### config.mk
export PLATFORM = sky130hd
export DESIGN_NAME = multicycle_sequencer_flat
export DESIGN_NICKNAME = d
export VERILOG_FILES = /design/src/rtl/multicycle_pkg.sv /design/src/rtl/multicycle_sequencer_if.sv /design/src/rtl/multicycle_decode.sv /design/src/rtl/multicycle_sequencer.sv /design/src/flat_wrapper.sv
export SDC_FILE = /design/constraint.sdc
export NUM_CORES = 1
export LEC_CHECK = 0
export CORE_MARGIN = 3
export CORE_UTILIZATION = 35
export CTS_CLUSTER_SIZE = 25
export DETAILED_ROUTE_END_ITERATION = 7
export HOLD_SLACK_MARGIN = 0.12
export MAX_ROUTING_LAYER = met4
export PLACE_DENSITY_LB_ADDON = 0.15
export SETUP_SLACK_MARGIN = 0.2
export SYNTH_ARGS = -nofsm -noshare
export SYNTH_HDL_FRONTEND = slang
export SYNTH_HIERARCHICAL = 1
export SYNTH_SLANG_ARGS = --single-unit
### constraint.sdc
create_clock -name Clk -period 2.4 [get_ports Clk]
set_clock_uncertainty 0.05 [all_clocks]
set_input_delay 0.48 -clock Clk [delete_from_list [all_inputs] [get_ports Clk]]
set_output_delay 0.48 -clock Clk [all_outputs]
set_load 0.02 [all_outputs]
### src/rtl/multicycle_pkg.sv
// multicycle_pkg: shared types and constants for the multicycle MIPS sequencer.
//   state_e : FSM state codes (also exposed on the debug `state` port)
//   OP_*    : IR[31:26] opcodes recognised by DECODE
//   FN_*    : IR[5:0] funct codes recognised for R-type
//   ALUOP_* : ALUOp encodings driven to the ALU control
//   ctrl_t  : bundle of datapath controls produced each cycle
package multicycle_pkg;

  typedef enum logic [3:0] {
    S_FETCH    = 4'd0,
    S_DECODE   = 4'd1,
    S_MEMADDR  = 4'd2,
    S_MEMRD    = 4'd3,
    S_MEMWB    = 4'd4,
    S_MEMWR    = 4'd5,
    S_RTYPE_EX = 4'd6,
    S_RTYPE_WB = 4'd7,
    S_JUMP     = 4'd8,
    S_ADDI_EX  = 4'd9,
    S_ADDI_WB  = 4'd10,
    S_BRANCH   = 4'd11
  } state_e;

  localparam logic [5:0] OP_RTYPE = 6'h00;
  localparam logic [5:0] OP_LW    = 6'h23;
  localparam logic [5:0] OP_SW    = 6'h2B;
  localparam logic [5:0] OP_J     = 6'h02;
  localparam logic [5:0] OP_ADDI  = 6'h08;
  localparam logic [5:0] OP_BEQ   = 6'h04;

  localparam logic [5:0] FN_ADD = 6'h20;
  localparam logic [5:0] FN_SUB = 6'h22;

  localparam logic [1:0] ALUOP_ADD   = 2'b00;
  localparam logic [1:0] ALUOP_SUB   = 2'b01;
  localparam logic [1:0] ALUOP_FUNCT = 2'b10;

  typedef struct packed {
    logic       iord;
    logic       mem_read;
    logic       mem_write;
    logic       mem_to_reg;
    logic       ir_write;
    logic       reg_dst;
    logic       reg_write;
    logic       alu_src_a;
    logic       pc_write;
    logic       pc_write_cond;
    logic [1:0] alu_src_b;
    logic [1:0] alu_op;
    logic [1:0] pc_source;
  } ctrl_t;

endpackage

### src/rtl/multicycle_sequencer_if.sv
// multicycle_sequencer_if: IR fields, memory handshake and datapath controls
// between the sequencer and the multicycle datapath.
//   master : sequencer side (takes Opcode/Funct/mem_ready, drives controls,
//            state and illegal)
//   slave  : datapath side (the reverse)
interface multicycle_sequencer_if #(
  parameter int STATE_W = 4
);
  logic [5:0]         Opcode;
  logic [5:0]         Funct;
  logic               mem_ready;
  logic               IorD;
  logic               MemRead;
  logic               MemWrite;
  logic               MemToReg;
  logic               IRWrite;
  logic               RegDst;
  logic               RegWrite;
  logic               ALUSrcA;
  logic               PCWrite;
  logic               PCWriteCond;
  logic [1:0]         ALUSrcB;
  logic [1:0]         ALUOp;
  logic [1:0]         PCSource;
  logic [STATE_W-1:0] state;
  logic               illegal;

  modport master (
    input  Opcode, Funct, mem_ready,
    output IorD, MemRead, MemWrite, MemToReg, IRWrite, RegDst, RegWrite,
           ALUSrcA, PCWrite, PCWriteCond, ALUSrcB, ALUOp, PCSource,
           state, illegal
  );

  modport slave (
    output Opcode, Funct, mem_ready,
    input  IorD, MemRead, MemWrite, MemToReg, IRWrite, RegDst, RegWrite,
           ALUSrcA, PCWrite, PCWriteCond, ALUSrcB, ALUOp, PCSource,
           state, illegal
  );
endinterface

### src/rtl/multicycle_decode.sv
// multicycle_decode: combinational instruction classifier used in DECODE.
//   opcode_i  : IR[31:26]
//   funct_i   : IR[5:0]
//   next_o    : state that follows DECODE
//   illegal_o : instruction not supported (next_o is then FETCH)
// Build option: MULTICYCLE_BEQ_EN routes BEQ to the BRANCH state; without it
// BEQ is reported illegal.
module multicycle_decode
  import multicycle_pkg::*;
(
  input  logic [5:0] opcode_i,
  input  logic [5:0] funct_i,
  output state_e     next_o,
  output logic       illegal_o
);

  always_comb begin
    next_o    = S_FETCH;
    illegal_o = 1'b0;
    case (opcode_i)
      OP_LW, OP_SW: next_o = S_MEMADDR;
      OP_RTYPE: begin
        if (funct_i == FN_ADD || funct_i == FN_SUB) next_o = S_RTYPE_EX;
        else                                        illegal_o = 1'b1;
      end
      OP_J:    next_o = S_JUMP;
      OP_ADDI: next_o = S_ADDI_EX;
`ifdef MULTICYCLE_BEQ_EN
      OP_BEQ:  next_o = S_BRANCH;
`endif
      default: illegal_o = 1'b1;
    endcase
  end

endmodule

### src/rtl/multicycle_sequencer.sv
// multicycle_sequencer: control FSM for the multicycle MIPS datapath.
// Walks each instruction through fetch/decode/execute/memory/write-back and
// drives the datapath controls for the current phase. FETCH, MEMRD and MEMWR
// stall on mem_ready.
//   Clk   : system clock, rising edge
//   reset : asynchronous active-low; state -> FETCH, enables held at 0
//   bus   : multicycle_sequencer_if.master (IR fields, mem_ready, controls,
//           debug state, illegal pulse)
// Build option: MULTICYCLE_BEQ_EN enables the BRANCH state (BEQ support).
module multicycle_sequencer
  import multicycle_pkg::*;
#(
  parameter int STATE_W = 4
) (
  input  logic                   Clk,
  input  logic                   reset,
  multicycle_sequencer_if.master bus
);

  state_e state_q, state_d;
  // LW/SW split is latched in DECODE so MEMADDR never looks at the IR.
  logic   is_sw_q, is_sw_d;
  state_e dec_next;
  logic   dec_ill;
  ctrl_t  ctrl;
  logic   illegal;

  multicycle_decode u_dec (
    .opcode_i  (bus.Opcode),
    .funct_i   (bus.Funct),
    .next_o    (dec_next),
    .illegal_o (dec_ill)
  );

  always_ff @(posedge Clk or negedge reset) begin
    if (!reset) begin
      state_q <= S_FETCH;
      is_sw_q <= 1'b0;
    end else begin
      state_q <= state_d;
      is_sw_q <= is_sw_d;
    end
  end

  always_comb begin
    ctrl    = '0;
    illegal = 1'b0;
    state_d = state_q;
    is_sw_d = is_sw_q;
    case (state_q)
      S_FETCH: begin
        ctrl.mem_read  = 1'b1;
        ctrl.alu_src_b = 2'b01;
        ctrl.alu_op    = ALUOP_ADD;
        // IR and PC+4 only commit on the cycle the fetch completes.
        ctrl.ir_write  = bus.mem_ready;
        ctrl.pc_write  = bus.mem_ready;
        if (bus.mem_ready) state_d = S_DECODE;
      end
      S_DECODE: begin
        ctrl.alu_src_b = 2'b11;
        ctrl.alu_op    = ALUOP_ADD;
        state_d        = dec_next;
        illegal        = dec_ill;
        is_sw_d        = (bus.Opcode == OP_SW);
      end
      S_MEMADDR: begin
        ctrl.alu_src_a = 1'b1;
        ctrl.alu_src_b = 2'b10;
        ctrl.alu_op    = ALUOP_ADD;
        state_d        = is_sw_q ? S_MEMWR : S_MEMRD;
      end
      S_MEMRD: begin
        ctrl.mem_read = 1'b1;
        ctrl.iord     = 1'b1;
        if (bus.mem_ready) state_d = S_MEMWB;
      end
      S_MEMWB: begin
        ctrl.reg_write  = 1'b1;
        ctrl.mem_to_reg = 1'b1;
        state_d         = S_FETCH;
      end
      S_MEMWR: begin
        ctrl.mem_write = 1'b1;
        ctrl.iord      = 1'b1;
        if (bus.mem_ready) state_d = S_FETCH;
      end
      S_RTYPE_EX: begin
        ctrl.alu_src_a = 1'b1;
        ctrl.alu_src_b = 2'b00;
        ctrl.alu_op    = ALUOP_FUNCT;
        state_d        = S_RTYPE_WB;
      end
      S_RTYPE_WB: begin
        ctrl.reg_dst   = 1'b1;
        ctrl.reg_write = 1'b1;
        state_d        = S_FETCH;
      end
      S_ADDI_EX: begin
        ctrl.alu_src_a = 1'b1;
        ctrl.alu_src_b = 2'b10;
        ctrl.alu_op    = ALUOP_ADD;
        state_d        = S_ADDI_WB;
      end
      S_ADDI_WB: begin
        ctrl.reg_write = 1'b1;
        state_d        = S_FETCH;
      end
      S_JUMP: begin
        ctrl.pc_write  = 1'b1;
        ctrl.pc_source = 2'b10;
        state_d        = S_FETCH;
      end
`ifdef MULTICYCLE_BEQ_EN
      S_BRANCH: begin
        ctrl.alu_src_a     = 1'b1;
        ctrl.alu_src_b     = 2'b00;
        ctrl.alu_op        = ALUOP_SUB;
        ctrl.pc_write_cond = 1'b1;
        ctrl.pc_source     = 2'b01;
        state_d            = S_FETCH;
      end
`endif
      // Unused codes (and BRANCH when BEQ is disabled): all controls 0,
      // recover to FETCH. pc_write_cond therefore stays 0 without BEQ.
      default: state_d = S_FETCH;
    endcase

    // Reset is asynchronous; mask every write/read strobe combinationally so
    // nothing commits in the cycle reset falls. Selects keep FETCH values.
    if (!reset) begin
      ctrl.mem_read      = 1'b0;
      ctrl.mem_write     = 1'b0;
      ctrl.ir_write      = 1'b0;
      ctrl.pc_write      = 1'b0;
      ctrl.pc_write_cond = 1'b0;
      ctrl.reg_write     = 1'b0;
    end
  end

  assign bus.IorD        = ctrl.iord;
  assign bus.MemRead     = ctrl.mem_read;
  assign bus.MemWrite    = ctrl.mem_write;
  assign bus.MemToReg    = ctrl.mem_to_reg;
  assign bus.IRWrite     = ctrl.ir_write;
  assign bus.RegDst      = ctrl.reg_dst;
  assign bus.RegWrite    = ctrl.reg_write;
  assign bus.ALUSrcA     = ctrl.alu_src_a;
  assign bus.PCWrite     = ctrl.pc_write;
  assign bus.PCWriteCond = ctrl.pc_write_cond;
  assign bus.ALUSrcB     = ctrl.alu_src_b;
  assign bus.ALUOp       = ctrl.alu_op;
  assign bus.PCSource    = ctrl.pc_source;
  assign bus.state       = STATE_W'(state_q);
  assign bus.illegal     = illegal;

endmodule
### src/flat_wrapper.sv
// flat-port wrapper written by rule: the top's interface ports become plain ports
module multicycle_sequencer_flat import multicycle_pkg::*;
#(
  parameter int STATE_W = 4
)
  (Clk, reset, bus_Opcode, bus_Funct, bus_mem_ready, bus_IorD, bus_MemRead, bus_MemWrite, bus_MemToReg, bus_IRWrite, bus_RegDst, bus_RegWrite, bus_ALUSrcA, bus_PCWrite, bus_PCWriteCond, bus_ALUSrcB, bus_ALUOp, bus_PCSource, bus_state, bus_illegal);
  multicycle_sequencer_if #(.STATE_W(STATE_W)) bus_i ();
  input  logic Clk;
  input  logic reset;
  input wire logic [$bits(bus_i.Opcode)-1:0] bus_Opcode;
  input wire logic [$bits(bus_i.Funct)-1:0] bus_Funct;
  input wire logic [$bits(bus_i.mem_ready)-1:0] bus_mem_ready;
  output wire logic [$bits(bus_i.IorD)-1:0] bus_IorD;
  output wire logic [$bits(bus_i.MemRead)-1:0] bus_MemRead;
  output wire logic [$bits(bus_i.MemWrite)-1:0] bus_MemWrite;
  output wire logic [$bits(bus_i.MemToReg)-1:0] bus_MemToReg;
  output wire logic [$bits(bus_i.IRWrite)-1:0] bus_IRWrite;
  output wire logic [$bits(bus_i.RegDst)-1:0] bus_RegDst;
  output wire logic [$bits(bus_i.RegWrite)-1:0] bus_RegWrite;
  output wire logic [$bits(bus_i.ALUSrcA)-1:0] bus_ALUSrcA;
  output wire logic [$bits(bus_i.PCWrite)-1:0] bus_PCWrite;
  output wire logic [$bits(bus_i.PCWriteCond)-1:0] bus_PCWriteCond;
  output wire logic [$bits(bus_i.ALUSrcB)-1:0] bus_ALUSrcB;
  output wire logic [$bits(bus_i.ALUOp)-1:0] bus_ALUOp;
  output wire logic [$bits(bus_i.PCSource)-1:0] bus_PCSource;
  output wire logic [$bits(bus_i.state)-1:0] bus_state;
  output wire logic [$bits(bus_i.illegal)-1:0] bus_illegal;
  assign bus_i.Opcode = bus_Opcode;
  assign bus_i.Funct = bus_Funct;
  assign bus_i.mem_ready = bus_mem_ready;
  assign bus_IorD = bus_i.IorD;
  assign bus_MemRead = bus_i.MemRead;
  assign bus_MemWrite = bus_i.MemWrite;
  assign bus_MemToReg = bus_i.MemToReg;
  assign bus_IRWrite = bus_i.IRWrite;
  assign bus_RegDst = bus_i.RegDst;
  assign bus_RegWrite = bus_i.RegWrite;
  assign bus_ALUSrcA = bus_i.ALUSrcA;
  assign bus_PCWrite = bus_i.PCWrite;
  assign bus_PCWriteCond = bus_i.PCWriteCond;
  assign bus_ALUSrcB = bus_i.ALUSrcB;
  assign bus_ALUOp = bus_i.ALUOp;
  assign bus_PCSource = bus_i.PCSource;
  assign bus_state = bus_i.state;
  assign bus_illegal = bus_i.illegal;
  multicycle_sequencer #(.STATE_W(STATE_W)) u_core (.Clk(Clk), .reset(reset), .bus(bus_i));
endmodule
==> reports/qor.csv <==
metric;value;unit
synth_top_flop_cell;dfrtp_1;
io_buffers;31;
final_nets;144;
netlist_instances;80;
initial_core_util;0.3865;
vdd_ir_drop_max;415.6;uV
cts_hold_buf;0;
ys_seq_elements;5;
row_count;14;
setup_tns;0;ns
fin_hold_ws;0.5232;ns
drc_errors;0;
synth.top_cells.by_count;nor2_1 (11), nand2b_1 (8), nand2_1 (7), dfrtp_1 (5);
intPower;0.5164;mW
hold_class;reg -> reg;
crit_type;in -> out;
grt_usage;0.1850;
clk_pin_slew;0.04;ns
maxSlewViolCount;0;
grt_pass1_vias;710;
grt_overflow;0;
required;1.87;ns
synth_edf_count;0;
p_total;1.001;mW
htree_levels;1;
clk_latency;0.24;ns
critPathSlowestCell;or4_4;
via_per_inst;5.521;
cts_tree;done;
syn_to_final_growth;75.57;%
place_area;1017;um2
clockRootBuffer;clkbuf_4;
crit_chain;buf_6, or4_4, nor4_4, o31ai_1, and3_1, buf_6;
run_status;finished clean;
ys_warn_count;6;
critPathMaxFanout;2;
design_area;1070;um2
p_sw_frac;0.4842;
synthDistinctLibCells;38;
utilization;0.6786;
die_y;47.73;um
hold_viol_final;0;
timing.final.crit_share;0.9452;
rsz0062_at_grt;yes;
first_iter_violations;15;
synth_area;609.3;um2
antenna_cells;0;
core;1577;um2
dp_hpwl;1473;um
crit_arrival;1.74;ns
max_stage_delay;0.55;ns
synth_area_leaders;dfrtp_1 (21%), nand2b_1 (8.2%), nor2_1 (6.8%);
wl_per_cell;14.00;um
grt_max_degree;13;
drv_cap;0;
vias;795;
async_flop_share;1.000;
leakagePower;0.5177;nW
max_clock_freq;440.8;MHz
setup_viol;0;
clockBufferDepth;2;
drive_above_1_share;0.3281;
p_per_area;935.9;nW/um2
p_seq_frac;0.180;
switching_power;0.4848;mW
yosysSeqAreaShare;0.2053;
fin_crit;2.269;ns
yosysMostFrequentCell;nor2_1;
cp_common_cell;buf_6;
avgSynthCellArea;7.617;um2
die_area;2278;um2
yosysTopAreaCell;dfrtp_1;
clock_power_share;0.096;
synth_top_cell_area_share;0.2053;
startpoint_type;input port;
cp-end-kind;output pin;
clock-sinks;5;
p_comb_frac;0.723;
antenna_found_initial;0;
gp_congestion;0.7401;
die_w;47.73;um
grt_pass1_wl;2835;um
first_pass_iters;4;
final_antenna_net_count;0;
cts_buffers;3;
wirelength;2016;um
ioPinCount;36;
==> layout make-up <==
type                            count  area [um2]
Tap cell                           16       20.02
Timing Repair Buffer               49       420.4
Sequential cell                     5       128.9
Fill cell                         150       506.7
Clock buffer                        4       26.28
Multi-Input combinational cell     68       466.7
Inverter                            2       7.507
==> worst paths after layout <==
path	from	endpoint	slack (ns)	cells after the start
setup reg to reg	u_core/bus.state[2]$_DFFE_PN0P_	u_core/bus.state[0]$_DFFE_PN0P_	1.05	3
hold / removal	u_core/is_sw_q$_DFFE_PN0N_	u_core/is_sw_q$_DFFE_PN0N_	0.52	2
max in group asynchronous	reset	u_core/bus.state[3]$_DFFE_PN0P_	1.57	3
setup / recovery	bus_Funct[3]	bus_illegal	0.13	6
hold reg to reg	u_core/is_sw_q$_DFFE_PN0N_	u_core/is_sw_q$_DFFE_PN0N_	0.52	2
min in group asynchronous	reset	u_core/bus.state[0]$_DFFE_PN0P_	0.61	3
==> power by group through the flow <==
stage / registers [mW] / clock network, mW / logic [mW]
after floorplan: 0.175 / 0 / 0.454
after global placement: 0.173 / 0 / 0.747
after detailed placement: 0.176 / 0 / 0.752
after CTS: 0.179 / 0.0991 / 0.718
after global routing: 0.189 / 0.105 / 0.780
final: 0.180 / 0.0965 / 0.724
==> repair_timing <==
| action | in CTS | in global routing |
|---|---|---|
| setup endpoints to repair | 14 | 6 |
| setup buffers | 0 | 1 |
| pin swaps | 3 | 4 |
| resized for setup | 25 | 21 |
==> critical path, delay by kind of cell <==
family / cells / cell delay [ns]
buffers and inverters: 2 / 0.22
AO/OA/AOI/OAI: 1 / 0.10
AND/OR/NAND/NOR: 3 / 0.94
==> through the flow <==
stage,worst slack (ns),instances
after floorplan,0.3112,82
after global placement,-0.5630,139
after detailed placement,-0.6069,139
after CTS,-0.06590,143
after global routing,0.06791,144
final,0.1315,144
==> per-layer routing <==
layer	routed length, um	GRT usage
met5	0	-
met4	78	0.08065
met3	151	0.03759
met2	1031	0.3720
met1	755	0.1573
==> registers in the layout (all words and copies together), names as in the netlist <==
| name | count |
|---|---|
| u_core/bus.state | 4 |
| u_core/is_sw_q | 1 |
==> logic make-up (layout without fill, tap and decap cells) <==
logic type	Yosys count	in the layout	synth area share
AND/OR/NAND/NOR	49	49	0.4949
AO/OA/AOI/OAI	14	14	0.1561
buffers and inverters	9	55	0.1068
flip-flops	5	5	0.2053
other	1	3	0.006154
XOR/XNOR	1	1	0.01438
multiplexers	1	1	0.01643
==> cell usage in the layout, fill, tap and decap left out, types with 3 or more instances in the layout <==
master and instances:
dfrtp_2 3, nand2_1 7, buf_4 18, dlygate4sd2_1 8
nor3_1 4, clkdlybuf4s50_1 12, conb_1 3, nor2_1 11
nand2b_1 7, dlymetal6s2s_1 3, clkbuf_2 5, nor3_2 3
clkbuf_4 3
Note: power is estimated with default switching activity, not from simulation.
